**config.mk**
```make
export PLATFORM = sky130hd
export DESIGN_NAME = prog_encoder
export DESIGN_NICKNAME = d
export VERILOG_FILES = /design/src/rtl/prog_encoder.sv
export SDC_FILE = /design/constraint.sdc
export NUM_CORES = 1
export LEC_CHECK = 0
export BUFFER_PORTS_ARGS = -buffer_cell sky130_fd_sc_hd__buf_2
export CAP_MARGIN = 0
export CORE_MARGIN = 3
export CORE_UTILIZATION = 42
export CTS_CLUSTER_DIAMETER = 100
export DETAILED_ROUTE_END_ITERATION = 8
export PLACE_DENSITY = 0.87
export REMOVE_ABC_BUFFERS = 1
export SLEW_MARGIN = 30
export SYNTH_ARGS = -nofsm -noshare
export SYNTH_HDL_FRONTEND = slang
export SYNTH_SLANG_ARGS = --single-unit
```
**constraint.sdc**
```tcl
create_clock -name clk -period 1.3 [get_ports clk]
set_input_delay 0.195 -clock clk [delete_from_list [all_inputs] [get_ports clk]]
set_output_delay 0.195 -clock clk [all_outputs]
set_load 0.01 [all_outputs]
```
**src/rtl/prog_encoder.sv**
```systemverilog
// ---------------------------------------------------------------------------
// prog_encoder
// Instruction encoder and program loader for the 4-bit-PC core.
// Takes instruction fields over a valid/ready stream, packs each bundle into
// the 32-bit decoder word {opcode, dst, src1, src0, imm}, and writes the words
// to consecutive instruction-memory addresses starting at 0.
//
// Optional feature macro: ENC_CHECK_EN
//   defined   -> illegal-field checking drives a sticky err flag
//   undefined -> no check logic, err is constant 0
//
// Ports
//   clk, rst_n      clock (rising edge) and asynchronous active-low reset
//   start           one-cycle pulse: clear address/count, enter LOAD
//   in_valid/ready  field-bundle handshake (in_ready from state and start only)
//   in_last         bundle is the final instruction of the program
//   in_opcode..imm  instruction fields
//   mem_we/addr/wdata  registered instruction-memory write port
//   count           words written since the last start
//   done            load complete, held until the next start
//   err             sticky illegal-field flag
// ---------------------------------------------------------------------------
module prog_encoder #(
    parameter int ADDR_W = 4
) (
    input  logic              clk,
    input  logic              rst_n,
    input  logic              start,
    input  logic              in_valid,
    output logic              in_ready,
    input  logic              in_last,
    input  logic [3:0]        in_opcode,
    input  logic [3:0]        in_dst,
    input  logic [3:0]        in_src1,
    input  logic [3:0]        in_src0,
    input  logic [15:0]       in_imm,
    output logic              mem_we,
    output logic [ADDR_W-1:0] mem_addr,
    output logic [31:0]       mem_wdata,
    output logic [ADDR_W:0]   count,
    output logic              done,
    output logic              err
);

    typedef enum logic [1:0] {
        IDLE = 2'd0,
        LOAD = 2'd1,
        DONE = 2'd2
    } state_t;

    state_t              state_q, state_d;
    logic [ADDR_W:0]     count_q, count_d;
    logic                mem_we_q, mem_we_d;
    logic [ADDR_W-1:0]   mem_addr_q, mem_addr_d;
    logic [31:0]         mem_wdata_q, mem_wdata_d;
    logic                transfer;
    logic [ADDR_W-1:0]   wptr;

    // The write pointer is the low bits of the word count; the FSM leaves
    // LOAD before the count could exceed the memory depth, so it never wraps.
    assign wptr     = count_q[ADDR_W-1:0];

    // start blocks the handshake so it always wins over a same-cycle beat.
    assign in_ready = (state_q == LOAD) && !start;
    assign transfer = in_valid && in_ready;

    always_comb begin
        state_d     = state_q;
        count_d     = count_q;
        mem_we_d    = 1'b0;
        mem_addr_d  = mem_addr_q;
        mem_wdata_d = mem_wdata_q;

        if (start) begin
            state_d = LOAD;
            count_d = '0;
        end else if (transfer) begin
            mem_we_d    = 1'b1;
            mem_addr_d  = wptr;
            mem_wdata_d = {in_opcode, in_dst, in_src1, in_src0, in_imm};
            count_d     = count_q + 1'b1;
            // Final instruction, or the last memory slot has just been used.
            if (in_last || (wptr == {ADDR_W{1'b1}})) begin
                state_d = DONE;
            end
        end
    end

    always_ff @(posedge clk or negedge rst_n) begin
        if (!rst_n) begin
            state_q     <= IDLE;
            count_q     <= '0;
            mem_we_q    <= 1'b0;
            mem_addr_q  <= '0;
            mem_wdata_q <= '0;
        end else begin
            state_q     <= state_d;
            count_q     <= count_d;
            mem_we_q    <= mem_we_d;
            mem_addr_q  <= mem_addr_d;
            mem_wdata_q <= mem_wdata_d;
        end
    end

    assign mem_we    = mem_we_q;
    assign mem_addr  = mem_addr_q;
    assign mem_wdata = mem_wdata_q;
    assign count     = count_q;
    assign done      = (state_q == DONE);

`ifdef ENC_CHECK_EN
    logic err_q, err_d;
    logic illegal;

    // Only ALU (0) and jump (1) exist; a jump target must fit the 4-bit PC.
    assign illegal = (in_opcode > 4'd1) ||
                     ((in_opcode == 4'd1) && (in_imm[15:4] != 12'd0));

    always_comb begin
        err_d = err_q;
        if (start) begin
            err_d = 1'b0;
        end else if (transfer && illegal) begin
            err_d = 1'b1;
        end
    end

    always_ff @(posedge clk or negedge rst_n) begin
        if (!rst_n) begin
            err_q <= 1'b0;
        end else begin
            err_q <= err_d;
        end
    end

    assign err = err_q;
`else
    assign err = 1'b0;
`endif

endmodule
```
-- Word-level counts from Yosys, hierarchy flattened
Index checks and enable logic that the tools add are counted.
- add/subtract/negate cells: 1
- equality and inequality tests: 3
- multiplexer cells: 7
- bitwise operators: 1
- reduce and logical (&&, ||, !) cells: 8
- operators by type and width (operator ; number):
    two-way mux 5 bit ; 2
    two-way mux 2 bit ; 3
    adder 5 x 1 -> 5 bit (second input constant) ; 1
    == test 4 bit (second input constant) ; 1
    AND reduction 2 bit ; 2
    nonzero test 2 bit ; 2
    == test 2 x 1 -> 1 bit (second input constant) ; 1
    == test 2 bit (second input constant) ; 1
    logical AND 1 bit ; 2
    two-way mux 1 bit ; 2
    logical NOT 1 bit ; 1
    logical OR 1 bit ; 1
    inverter 1 bit ; 1
- output and inout port bits: 45
- input port bits: 37
- flip-flop bits (word level): 44
- logic and storage cells: 25

-- Depth between registers and ports, before layout
- depth in word-level cells: 5
- gate-level depth with buffers: 5
- depth with buffers taken out: 4

-- Worst setup path before layout
Ideal clock, no wire load.
- kind: reg2reg
- start point: register state_q[1]
- end point: register mem_addr_q[0] (netlist: mem_addr[0])
- required time: 1175 ps
- buffers on the path: 2
- setup slack: -107 ps
- arrival: 1282 ps
- clock period less this slack: 1407 ps
- cell stages (with the launch flop): 5
- setup time: 125 ps
- path through: dfrtp_1 > and4bb_4 > buf_12 > buf_12 > mux2_4
- longest elaborated chain between the ends: 4
- ends and longest elaborated chain (what ; RTL line ; text):
    start, declared ; 51 ; state_t state_q, state_d;
    start signal, assigned ; 97 ; state_q <= state_d;
    == test 2 x 1 -> 1 bit ; 64 ; assign in_ready = (state_q == LOAD) && !start;
    logical AND 1 bit ; 64 ;
    logical AND 1 bit ; 65 ; assign transfer = in_valid && in_ready;
    AND reduction 2 bit (no source line) ; - ;
    end signal, assigned ; 100 ; mem_addr_q <= mem_addr_d;
    end, declared ; 54 ; logic [ADDR_W-1:0] mem_addr_q, mem_addr_d;
No other way between the ends.
A chain may end at the register's enable or synchronous reset.

-- Worst setup path after layout
- start point: register state_q[1]
- end point: register mem_wdata_q[23] (netlist: mem_wdata[23])
- longest elaborated chain between the ends: 4
- ends and longest elaborated chain (what ; RTL line ; text):
    == test 2 x 1 -> 1 bit ; 64 ;
    logical AND 1 bit ; 64 ;
    logical AND 1 bit ; 65 ;
    AND reduction 2 bit (no source line) ; - ;
    end signal, assigned ; 101 ; mem_wdata_q <= mem_wdata_d;
    end, declared ; 55 ; logic [31:0] mem_wdata_q, mem_wdata_d;
No other way between the ends.

==> results.txt <==
----------------------------------------------------
[Run status]
  Result of the run ... finished with violations
  Violated checks ... setup timing

[Finish]
  Number of diodes ... 0
  Total area of multi-input combinational cells ... 690.7 um2
  Sequential Area ... 1101 um2
  Area Overhead vs Synth ... 35.76%
  Non-filler cells, final ... 256
  Fraction of layout instances using a drive strength above 1 ... 0.6796
  Core occupancy in the finished layout ... 0.6060
  Total non-filler cell area in the finished layout ... 2494 um2
  Nets ... 243
  Fill count ... 328

[Route]
  Post-detailed-route via-to-cell ratio ... 4.703
  ANT nets after route ... 0
  First DRT Iteration DRCs ... 59
  Final Routed Wirelength ... 3.797 mm
  First-pass iteration count of the detailed router ... 3
  Number of DRC violations after detailed routing ... 0
  Detailed-route wire length per cell ... 14.83 um
  Via count ... 1,204

[Critical path]
  Category of the worst setup path capture point ... register
  Worst Path Max Fanout ... 15
  Worst path arrival time ... 1550 ps
  R2R setup slack ... -70 ps
  Startpoint-to-endpoint class of the critical path ... reg2reg
  Worst EP required ... 1480 ps
  Startpoint class of the critical path ... register
  Worst Reg-to-Reg Cells ... 3

[STA]
  RSZ-0062 raised after global routing ... true
  Minimum period implied by the final worst setup slack ... 1373 ps
  Final Max Tran Viols ... 0
  Share of the clock period used by the worst path after layout ... 1.056
  Worst path setup slack after routing ... -73.00 ps
  Setup-failing EPs final ... 38
  Worst hold margin ... 131.3 ps
  Layout Skew ... 9.329 ps
  Number of failing hold endpoints at the final stage ... 0
  Maximum frequency from static timing analysis ... 728.3 MHz
  Accumulated negative setup slack ... -1722 ps

[Min path]
  Hold WC Path Type ... in2reg
  Hold-critical path depth ... 2

[Logic synthesis]
  Most frequent cells after synthesis ... sky130_fd_sc_hd__dfrtp_1, sky130_fd_sc_hd__mux2_4, sky130_fd_sc_hd__mux2_2
  Top cell type's share of synthesized area ... 0.5995
  Top-count cell post-synth ... sky130_fd_sc_hd__dfrtp_1
  Top FF cell, synth ... sky130_fd_sc_hd__dfrtp_1
  Number of register bits inferred by synthesis ... 44
  Yosys warning count ... 0
  Post-Syn Area ... 1837 um2
  Share of async-settable or async-resettable flops after synthesis ... 1.000
  Leading area contributor after synthesis ... sky130_fd_sc_hd__dfrtp_1
  Number of enable-type register cells in the synthesized netlist ... 0
  Number of unique standard cell types used by synthesis ... 23
  Avg Cell Area, Syn ... 16.40 um2
  Gate count of the mapped netlist ... 112
  Area contributors post-synth ... sky130_fd_sc_hd__dfrtp_1, sky130_fd_sc_hd__mux2_4, sky130_fd_sc_hd__mux2_2, sky130_fd_sc_hd__buf_12, sky130_fd_sc_hd__xor2_1
  Sequential fraction of the synthesis area ... 0.5995

[CTS]
  Clock root buffer master ... sky130_fd_sc_hd__clkbuf_8
  TritonCTS clock tree ... built
  H-tree depth ... 2
  Latest clock arrival within the worst-skew pair ... 290 ps
  Num CTS Buffers ... 5
  Clock Tree Buf Depth ... 2
  CTS sink count ... 44
  Clock Pin Slew Worst Setup and Hold Paths ... 80 ps

[Placement]
  DP Worst Slack ... -102.4 ps
  Number of placed instances with taps included ... 246
  HPWL reported at the end of detailed placement ... 2.740 mm
  Final weighted congestion of routability-driven global placement ... 0.7470
  Post-place instance area ... 2338 um2
  IO buf count ... 80

[Global route]
  Pin count of the biggest net entering global routing ... 45
  Aggregate global routing overflow ... 0
  Initial antenna violation count ... 0
  Overall track demand over capacity in global routing ... 0.1557
  Wire length of the first global-routing pass ... 6.320 mm
  Via count of the first global-routing pass ... 1,294

[Power]
  Ratio of total power to cell area ... 1395 nW/um2
  Maximum ir drop on the vdd rail ... 0.0008785 V
  Leakage component of the power ... 1.295 nW
  Net switching power figure ... 0.9327 mW
  Final total power ... 3.479 mW
  Internal power of the cells ... 2.547 mW
  Clock power share ... 0.246
  Sequential fraction of design power ... 0.493
  Gate power share ... 0.261
  Proportion of total power due to net switching ... 0.2681

[Die]
  Horizontal die dimension ... 72.13 um
  Initial core utilization ... 0.4463
  Die Ht ... 72.13 um
  Total Die Area ... 5203 um2
  Area of the placeable core ... 4115 um2
  IO Pins ... 82
  Row count ... 23

[Flow run]
  Number of maximum-capacitance violations ... 0

----------------------------------------------------
-- final timing paths --
kind                                       to     startpoint
worst min register to register  mem_wdata[15]  mem_wdata[15]
worst min-delay path            mem_wdata[24]      in_dst[0]
max in group asynchronous       mem_wdata[19]          rst_n
min in group asynchronous       mem_wdata[25]          rst_n
worst max-delay path            mem_wdata[23]     state_q[1]
worst max register to register  mem_wdata[23]     state_q[1]
-- power by group through the flow --
stage	registers (mW)	clock network, mW	logic [mW]
floorplan	1.85	0	0.330
global placement	1.72	0	0.851
detailed placement	1.74	0	0.871
CTS	1.72	0.891	0.908
global route	1.74	0.949	0.980
finish	1.72	0.855	0.909
-- cells by family (layout without fill, tap and decap cells) --
logic type	count (synthesis)	count (layout)	share of synthesized area
AO/OA/AOI/OAI	7	7	0.02043
other	1	1	0.002042
AND/OR/NAND/NOR	13	13	0.04565
flip-flops	44	44	0.5995
adder cells (fa/ha/maj)	1	1	0.006811
multiplexers	37	37	0.2670
XOR/XNOR	2	2	0.009539
buffers and inverters	7	101	0.04904
-- metal layers --
layer  up-vias  wire, um  part of all wire  GRT usage
met1       576      1579              0.42     0.1940
met4         0        30            0.0079    0.05010
met3         2       226             0.060    0.03324
met5         -         0                 0          0
met2        46      1960              0.52     0.2690
li1        580         -                 -          -
-- area by class of cell --
class / instances / share of cell area
Clock buffer: 6 / 0.03312
Clock inverter: 2 / 0.004014
Inverter: 1 / 0.001505
Multi-Input combinational cell: 61 / 0.2770
Sequential cell: 44 / 0.4415
Tap cell: 50 / 0.02509
Timing Repair Buffer: 92 / 0.2178
-- sequential cells by signal, summed over array words and instances, names as in the netlist --
register,count
mem_wdata,32
count,5
mem_addr,4
state_q,2
mem_we,1
-- critical path, cell delays in order, from the launching register on --
cell	delay [ps]
sky130_fd_sc_hd__dfrtp_1	380
sky130_fd_sc_hd__and4bb_4	370
sky130_fd_sc_hd__buf_12	170
sky130_fd_sc_hd__mux2_2	340
-- cell usage in the layout, fill, tap and decap left out, drive strengths merged --
cell and count:
and3 1, nand4b 1, mux2i 1, buf 91, conb 1, ha 1, a21oi 3, clkbuf 6
o21ai 3, nor3b 1, and4bb 1, xor2 2, a21o 1, nor2 4, clkinv 2, or3 2
dlygate4sd3 1, inv 1, nand3 2, dfrtp 44, mux2 36, nand3b 1
-- repair_timing --
action | CTS | global route
hold buffers | 1 | 0
resized for setup | 8 | 6
pin swaps | 1 | 3
setup buffers | 0 | 1
endpoints found under the hold margin | 44 | 0
setup endpoints to repair | 38 | 42
(Power assumes the default switching activity.)
